<file path="src/rtl/sc2bin_cnt.sv">
// Stochastic-to-binary window counter: popcounts SC lanes over a beat window,
// saturates, and hands the count to the shift/truncate stage via valid/ready.
module sc2bin_cnt #(
    parameter int SC_LANES     = 4,
    parameter int BITWIDTH_OUT = 10,
    parameter int WIN_W        = 8
) (
    input  logic                    clk,
    input  logic                    reset,
    input  logic                    start,
    input  logic [WIN_W-1:0]        win_len,
    input  logic [SC_LANES-1:0]     sc_in,
    input  logic                    sc_vld,
    output logic [BITWIDTH_OUT-1:0] cnt_out,
    output logic                    cnt_vld,
    input  logic                    cnt_rdy,
    output logic                    sat,
    output logic                    busy
);

    localparam int PC_W  = $clog2(SC_LANES + 1);
    localparam int SUM_W = BITWIDTH_OUT + 1;
    localparam int REM_W = WIN_W + 1;
    localparam logic [BITWIDTH_OUT-1:0] CNT_MAX = '1;

    typedef enum logic [1:0] {
        S_IDLE,
        S_ACCUM,
        S_DONE
    } state_t;

    state_t                  state;
    logic [BITWIDTH_OUT-1:0] acc;
    logic [REM_W-1:0]        rem;
    logic                    sat_r;

    logic [PC_W-1:0]         pc;
    logic [SUM_W-1:0]        sum;
    logic                    ovf;
    logic [BITWIDTH_OUT-1:0] clip;
    logic [REM_W-1:0]        rem_load;
    logic                    last_beat;

    always_comb begin
        pc = '0;
        for (int i = 0; i < SC_LANES; i++) begin
            pc = pc + PC_W'(sc_in[i]);
        end
    end

    // One extra sum bit so overflow is seen before clipping.
    assign sum  = SUM_W'(acc) + SUM_W'(pc);
    assign ovf  = sum > SUM_W'(CNT_MAX);
    assign clip = ovf ? CNT_MAX : sum[BITWIDTH_OUT-1:0];

    // A zero length field means the full 2^WIN_W window.
    assign rem_load  = (win_len == '0) ? {1'b1, {WIN_W{1'b0}}}
                                       : {1'b0, win_len};
    assign last_beat = (rem == REM_W'(1));

    always_ff @(posedge clk or posedge reset) begin
        if (reset) begin
            state   <= S_IDLE;
            acc     <= '0;
            rem     <= '0;
            sat_r   <= 1'b0;
            cnt_out <= '0;
            cnt_vld <= 1'b0;
            sat     <= 1'b0;
            busy    <= 1'b0;
        end else begin
            unique case (state)
                S_IDLE: begin
                    if (start) begin
                        state <= S_ACCUM;
                        acc   <= '0;
                        sat_r <= 1'b0;
                        rem   <= rem_load;
                        busy  <= 1'b1;
                    end
                end
                S_ACCUM: begin
                    if (sc_vld) begin
                        acc   <= clip;
                        sat_r <= sat_r | ovf;
                        rem   <= rem - REM_W'(1);
                        if (last_beat) begin
                            state   <= S_DONE;
                            cnt_out <= clip;
                            sat     <= sat_r | ovf;
                            cnt_vld <= 1'b1;
                        end
                    end
                end
                S_DONE: begin
                    if (cnt_rdy) begin
                        cnt_vld <= 1'b0;
                        if (start) begin
                            state <= S_ACCUM;
                            acc   <= '0;
                            sat_r <= 1'b0;
                            rem   <= rem_load;
                        end else begin
                            state <= S_IDLE;
                            busy  <= 1'b0;
                        end
                    end
                end
                default: begin
                    state   <= S_IDLE;
                    cnt_vld <= 1'b0;
                    busy    <= 1'b0;
                end
            endcase
        end
    end

endmodule

</file>
<file path="config.mk">
export PLATFORM = sky130hd
export DESIGN_NAME = sc2bin_cnt
export DESIGN_NICKNAME = d
export VERILOG_FILES = /design/src/rtl/sc2bin_cnt.sv
export SDC_FILE = /design/constraint.sdc
export NUM_CORES = 1
export LEC_CHECK = 0
export ABC_CLOCK_PERIOD_IN_PS = 1900
export CAP_MARGIN = 5
export CORE_MARGIN = 4
export CORE_UTILIZATION = 48
export DETAILED_ROUTE_END_ITERATION = 8
export PLACE_DENSITY_LB_ADDON = 0.1
export SYNTH_ARGS = -nofsm -noshare
export SYNTH_HDL_FRONTEND = slang
export SYNTH_SLANG_ARGS = --single-unit
</file>
<file path="constraint.sdc">
create_clock -name clk -period 1.9 [get_ports clk]
set_input_delay 0.285 -clock clk [delete_from_list [all_inputs] [get_ports clk]]
set_output_delay 0.285 -clock clk [all_outputs]
set_load 0.02 [all_outputs]
</file>
# Word-level counts from Yosys, hierarchy flattened
# Cells that the tools add are included.
# op_classes
muxes	28
n_bitwise	3
order_cmp	1
n_reduce_logical	8
n_eq_ne	8
addsub	5
# op_table
cell	count
$mux W10	4
$mux W9	4
$pmux W10 S3	1
$pmux W9 S3	1
$reduce_and A4 Y1	3
$add A10 B3 Y11	1
$gt A11 B10 Y1 const B	1
$mux W1	10
$ne A2 B2 Y1 const B	5
$eq A9 B1 Y1 const B	1
$pmux W1 S3	3
$sub A9 B1 Y9 const B	1
$logic_not A8 Y1	1
$mux W2	4
$pmux W2 S3	1
$reduce_and A3 Y1	2
$add A2 B1 Y3	1
$add A3 B1 Y3	1
$reduce_bool A3 Y1	1
$add A1 B1 Y2	1
$eq A2 B1 Y1 const B	1
$eq A2 B2 Y1 const B	1
$logic_not A2 Y1	1
$not A1 Y1	2
$or A1 B1 Y1	1
# word_totals
ff_bits	35
in_bits	17

# Depth between registers and ports, before layout
# depth
depth_word	8
depth_mapped	10

# Worst setup path before layout
# No wires, ideal clock.
# synth_timing
kind	input port to flip-flop
startpoint	input port sc_in[0]
endpoint	register acc[7]
n_path_buf	1
required_ps	1781
path_stages	10
slack_ps	-499
t_arrival_ps	2280
path_cell_list	fa_1 -> inv_1 -> fa_1 -> inv_1 -> fa_1 -> and3_1 -> buf_2 -> a31oi_1 -> a41oi_1 -> o21a_1
# synth_via
elab_chain_len	8
# synth_rtl
item	line	text
start, declared	12	input logic [SC_LANES-1:0] sc_in,
$add A1 B1 Y2 (*)	47	pc = pc + PC_W'(sc_in[i]);
$add A2 B1 Y3 (*)	47	
$add A3 B1 Y3 (*)	47	
$add A10 B3 Y11 (*)	52	assign sum = SUM_W'(acc) + SUM_W'(pc);
$gt A11 B10 Y1	53	assign ovf = sum > SUM_W'(CNT_MAX);
$mux W10 (*)	54	assign clip = ovf ? CNT_MAX : sum[BITWIDTH_OUT-1:0];
$mux W10 (*)	83	if (sc_vld) begin
$pmux W10 S3 (*)	72	unique case (state)
end signal, assigned	84	acc <= clip;
end, declared	33	logic [BITWIDTH_OUT-1:0] acc;
# Every way passes the cells marked *; elsewhere a longest branch is shown, timed or not. The select of a mux whose other input is x is not followed.
# A chain may end at the register's enable or synchronous reset.

# Worst setup path after layout
# Ends and elaborated chain as after synthesis.

==> impl_metrics.env <==
export IMPL_via_count=1797
export IMPL_r2r_end="acc[7]"
export IMPL_post_synth_cell_area_avg_um2=9.17
export IMPL_fin_nets=290
export IMPL_fin_area_mm2=0.00263
export IMPL_power_share_sequential=0.363
export IMPL_path_max_fanout=4
export IMPL_endpoint_kind="flop"
export IMPL_wl_met2_mm=2.46
export IMPL_initial_utilization=0.497
export IMPL_drive_above_1_share=0.191
export IMPL_grt_total_usage=0.201
export IMPL_drc_errors=0
export IMPL_insertion_delay_ps=290
export IMPL_fmax_mhz=475
export IMPL_hold_viol_final=0
export IMPL_grt_pass1_wl_mm=8.19
export IMPL_fin_crit_sh=1.11
export IMPL_ys_ff_latch=35
export IMPL_top_layer="met4"
export IMPL_m1WireLength_mm=2.04
export IMPL_wl_met3_um=235
export IMPL_worst_ep_required_time_ps=2130
export IMPL_yosys_warnings=0
export IMPL_synth_top_flop_cell="dfrtp_1"
export IMPL_via_per_inst=5.67
export IMPL_power_leakage_nw=1.12
export IMPL_grt_max_degree=36
export IMPL_worst_r2r_cell_count=9
export IMPL_nFillCells=340
export IMPL_row_count=23
export IMPL_fin_util=0.658
export IMPL_status="complete, but fails checks"
export IMPL_n_antenna_cell=0
export IMPL_syn_instance_count=217
export IMPL_ios=30
export IMPL_cpMaxStageDelayCell="fa_1"
export IMPL_critPathLaunch="sc_in[0]"
export IMPL_path_cells="buf_6 -> fa_1 -> inv_2 -> fa_2 -> inv_2 -> fa_2 -> and3_4 -> buf_6 -> nand3_4 -> a21oi_2 -> o21a_1"
export IMPL_area_growth_pct=32.4
export IMPL_cts_sinks=35
export IMPL_maxCapViolCount=0
export IMPL_power_switching_mw=1.35
export IMPL_numCtsBuffers=5
export IMPL_cp_top_family="adder cells"
export IMPL_overflow=0
export IMPL_power_frac_comb=0.476
export IMPL_routed_wl_mm=4.81
export IMPL_dieArea_mm2=0.00524
export IMPL_grt_antenna_before_repair=0
export IMPL_cp_arrival_ps=2330
export IMPL_slew_violations=0
export IMPL_clkSlewWorstSetupHoldPaths_ps=70
export IMPL_endpoint="acc[7]"
export IMPL_setup_viol=22
export IMPL_port_buffers=29
export IMPL_internal_power_mw=2.03
export IMPL_vdd_ir_drop_worst_v=0.000790
export IMPL_reg2reg_slack_ps=-10
export IMPL_core_mm2=0.00400
export IMPL_ys_types=50
export IMPL_async_flop_share=1.00
export IMPL_switching_share=0.399
export IMPL_yosysSeqAreaShare=0.440
export IMPL_hold_slack_ps=396
export IMPL_grt_pass1_vias=1758
export IMPL_start_kind="input pin"
export IMPL_synth_nets=240
export IMPL_period_minus_slack_ps=2100
export IMPL_p_clk_frac=0.162
export IMPL_avgRoutedWirePerCell_um=15.2
export IMPL_htree_levels=2
export IMPL_post_dp_cell_area_mm2=0.00247
export IMPL_p_per_area_mw_per_mm2=1280
export IMPL_worst_pin_slew_ps=438
export IMPL_place_detailed_hpwl_mm=3.42
export IMPL_antenna_left=0
export IMPL_violations="negative setup slack"
export IMPL_path_class="in -> reg"
export IMPL_hp_class="in -> async"
export IMPL_finalPower_mw=3.38
export IMPL_fin_ws_ps=-204
export IMPL_cts_root_buf="clkbuf_8"
export IMPL_path_depth=11
export IMPL_chipWidth_um=72.4
export IMPL_max_stage_delay_ps=550
export IMPL_worst_path_buf_inv=4
export IMPL_clock_path_buffers=2
export IMPL_grt_setup_unrepaired="yes"
export IMPL_synth_edf_count=0
export IMPL_cts_tree="yes"
export IMPL_synth_cell_area_mm2=0.00199
export IMPL_finClkSkew_ps=5.36
export IMPL_place_congestion=0.848
export IMPL_slew_headroom=0.708
export IMPL_worstReg2RegStart="acc[0]"
export IMPL_die_h_um=72.4
export IMPL_drtIter0Drc=90
export IMPL_firstDrtPassIters=4
-- Yosys cell counts (2+ instances only) --
library cell	instances	area, um2
a211oi_1	2	15.0
a21o_1	2	15.0
a21oi_1	19	95.1
a22o_1	2	17.5
a22oi_1	2	15.0
a311oi_1	2	17.5
a31oi_1	5	31.3
and3_1	4	25.0
and4_1	3	26.3
buf_2	7	35.0
buf_4	2	15.0
dfrtp_1	35	876
fa_1	3	60.1
ha_1	3	37.5
inv_1	8	30.0
nand2_1	14	52.6
nand2b_1	4	25.0
nand3_1	3	15.0
nand3b_1	2	15.0
nand4_1	3	18.8
nor2_1	21	78.8
nor2b_1	3	18.8
nor3_1	7	35.0
nor3_2	3	30.0
nor3b_1	2	15.0
o21a_1	4	30.0
o21ai_0	24	120
o21ai_1	3	15.0
xnor2_1	4	35.0
-- cell usage in the layout (no fill, tap or decap), drive strengths merged, types with 3 or more instances in the layout --
| cell type | n |
|---|---|
| dfrtp | 35 |
| o21ai | 27 |
| clkdlybuf4s50 | 26 |
| buf | 26 |
| nor2 | 22 |
| a21oi | 19 |
| nand2 | 14 |
| nor3 | 10 |
| inv | 8 |
| clkbuf | 6 |
| a31oi | 5 |
| nand2b | 4 |
| o21a | 4 |
| xnor2 | 4 |
| nand4 | 4 |
| and3 | 4 |
| nor2b | 3 |
| and4 | 3 |
| ha | 3 |
| fa | 3 |
| nand3 | 3 |
-- state kept, by name, indices dropped and copies added (netlist names) --
signal and cells:
cnt_vld 1, sat_r 1, sat 1, acc 10, state 2, busy 1, cnt_out 10, rem 9
-- final cells by class --
type | instances | area (um2) | share of cell area
multi-input cells | 165 | 1100 | 0.417
well taps | 50 | 62.6 | 0.0238
clock inverters | 1 | 5.00 | 0.00190
inverters | 8 | 30.0 | 0.0114
flip-flops and latches | 35 | 876 | 0.333
repair buffers | 52 | 480 | 0.182
clock buffers | 6 | 82.6 | 0.0314
-- stage by stage --
step | std cells | TNS, ps | setup slack [ps]
after floorplan | 217 | -6420 | -359
after global placement | 305 | -17010 | -852
after detailed placement | 305 | -18440 | -953
after CTS | 315 | -3170 | -228
after global routing | 317 | -4730 | -271
final | 317 | -3160 | -204
-- power by group through the flow --
stage	Sequential, mW	Combinational [mW]	Clock (mW)
2_1_floorplan	1.28	0.913	0
3_3_place_gp	1.23	1.52	0
3_5_place_dp	1.23	1.54	0
4_1_cts	1.22	1.58	0.566
5_1_grt	1.26	1.79	0.597
6_report	1.23	1.61	0.546
-- repair_timing --
action | 4_1_cts | 5_1_grt
resized for setup | 20 | 8
setup endpoints to repair | 22 | 22
setup buffers | 3 | 2
hold buffers | 0 | 0
pin swaps | 8 | 9
-- metal layers --
metal,up-vias,track usage
met5,-,0
met4,0,0.0697
met3,6,0.0429
met2,40,0.338
met1,857,0.257
li1,894,-
-- worst min-delay path, delay by kind of cell --
kind	cells	cell delay [ps]
buffers and inverters	3	820
-- how the worst min path moves through the flow --
stage / from / cells after the start / to
4_1_cts: reset / 3 / rem[6]
3_3_place_gp: cnt_out[1] / 2 / cnt_out[1]
2_1_floorplan: reset / 1 / acc[0]
3_5_place_dp: cnt_out[9] / 2 / cnt_out[9]
5_1_grt: reset / 3 / cnt_out[5]
6_report: reset / 3 / rem[8]
-- cell families after synthesis --
kind of cell / count (synthesis) / synth area share
compound gates: 75 / 0.230
xor+xnor: 5 / 0.0220
fa+ha+maj: 6 / 0.0491
buf+inv: 17 / 0.0402
flops: 35 / 0.440
mux: 1 / 0.00503
simple gates: 78 / 0.214
Note: power is estimated with default switching activity, not from simulation.
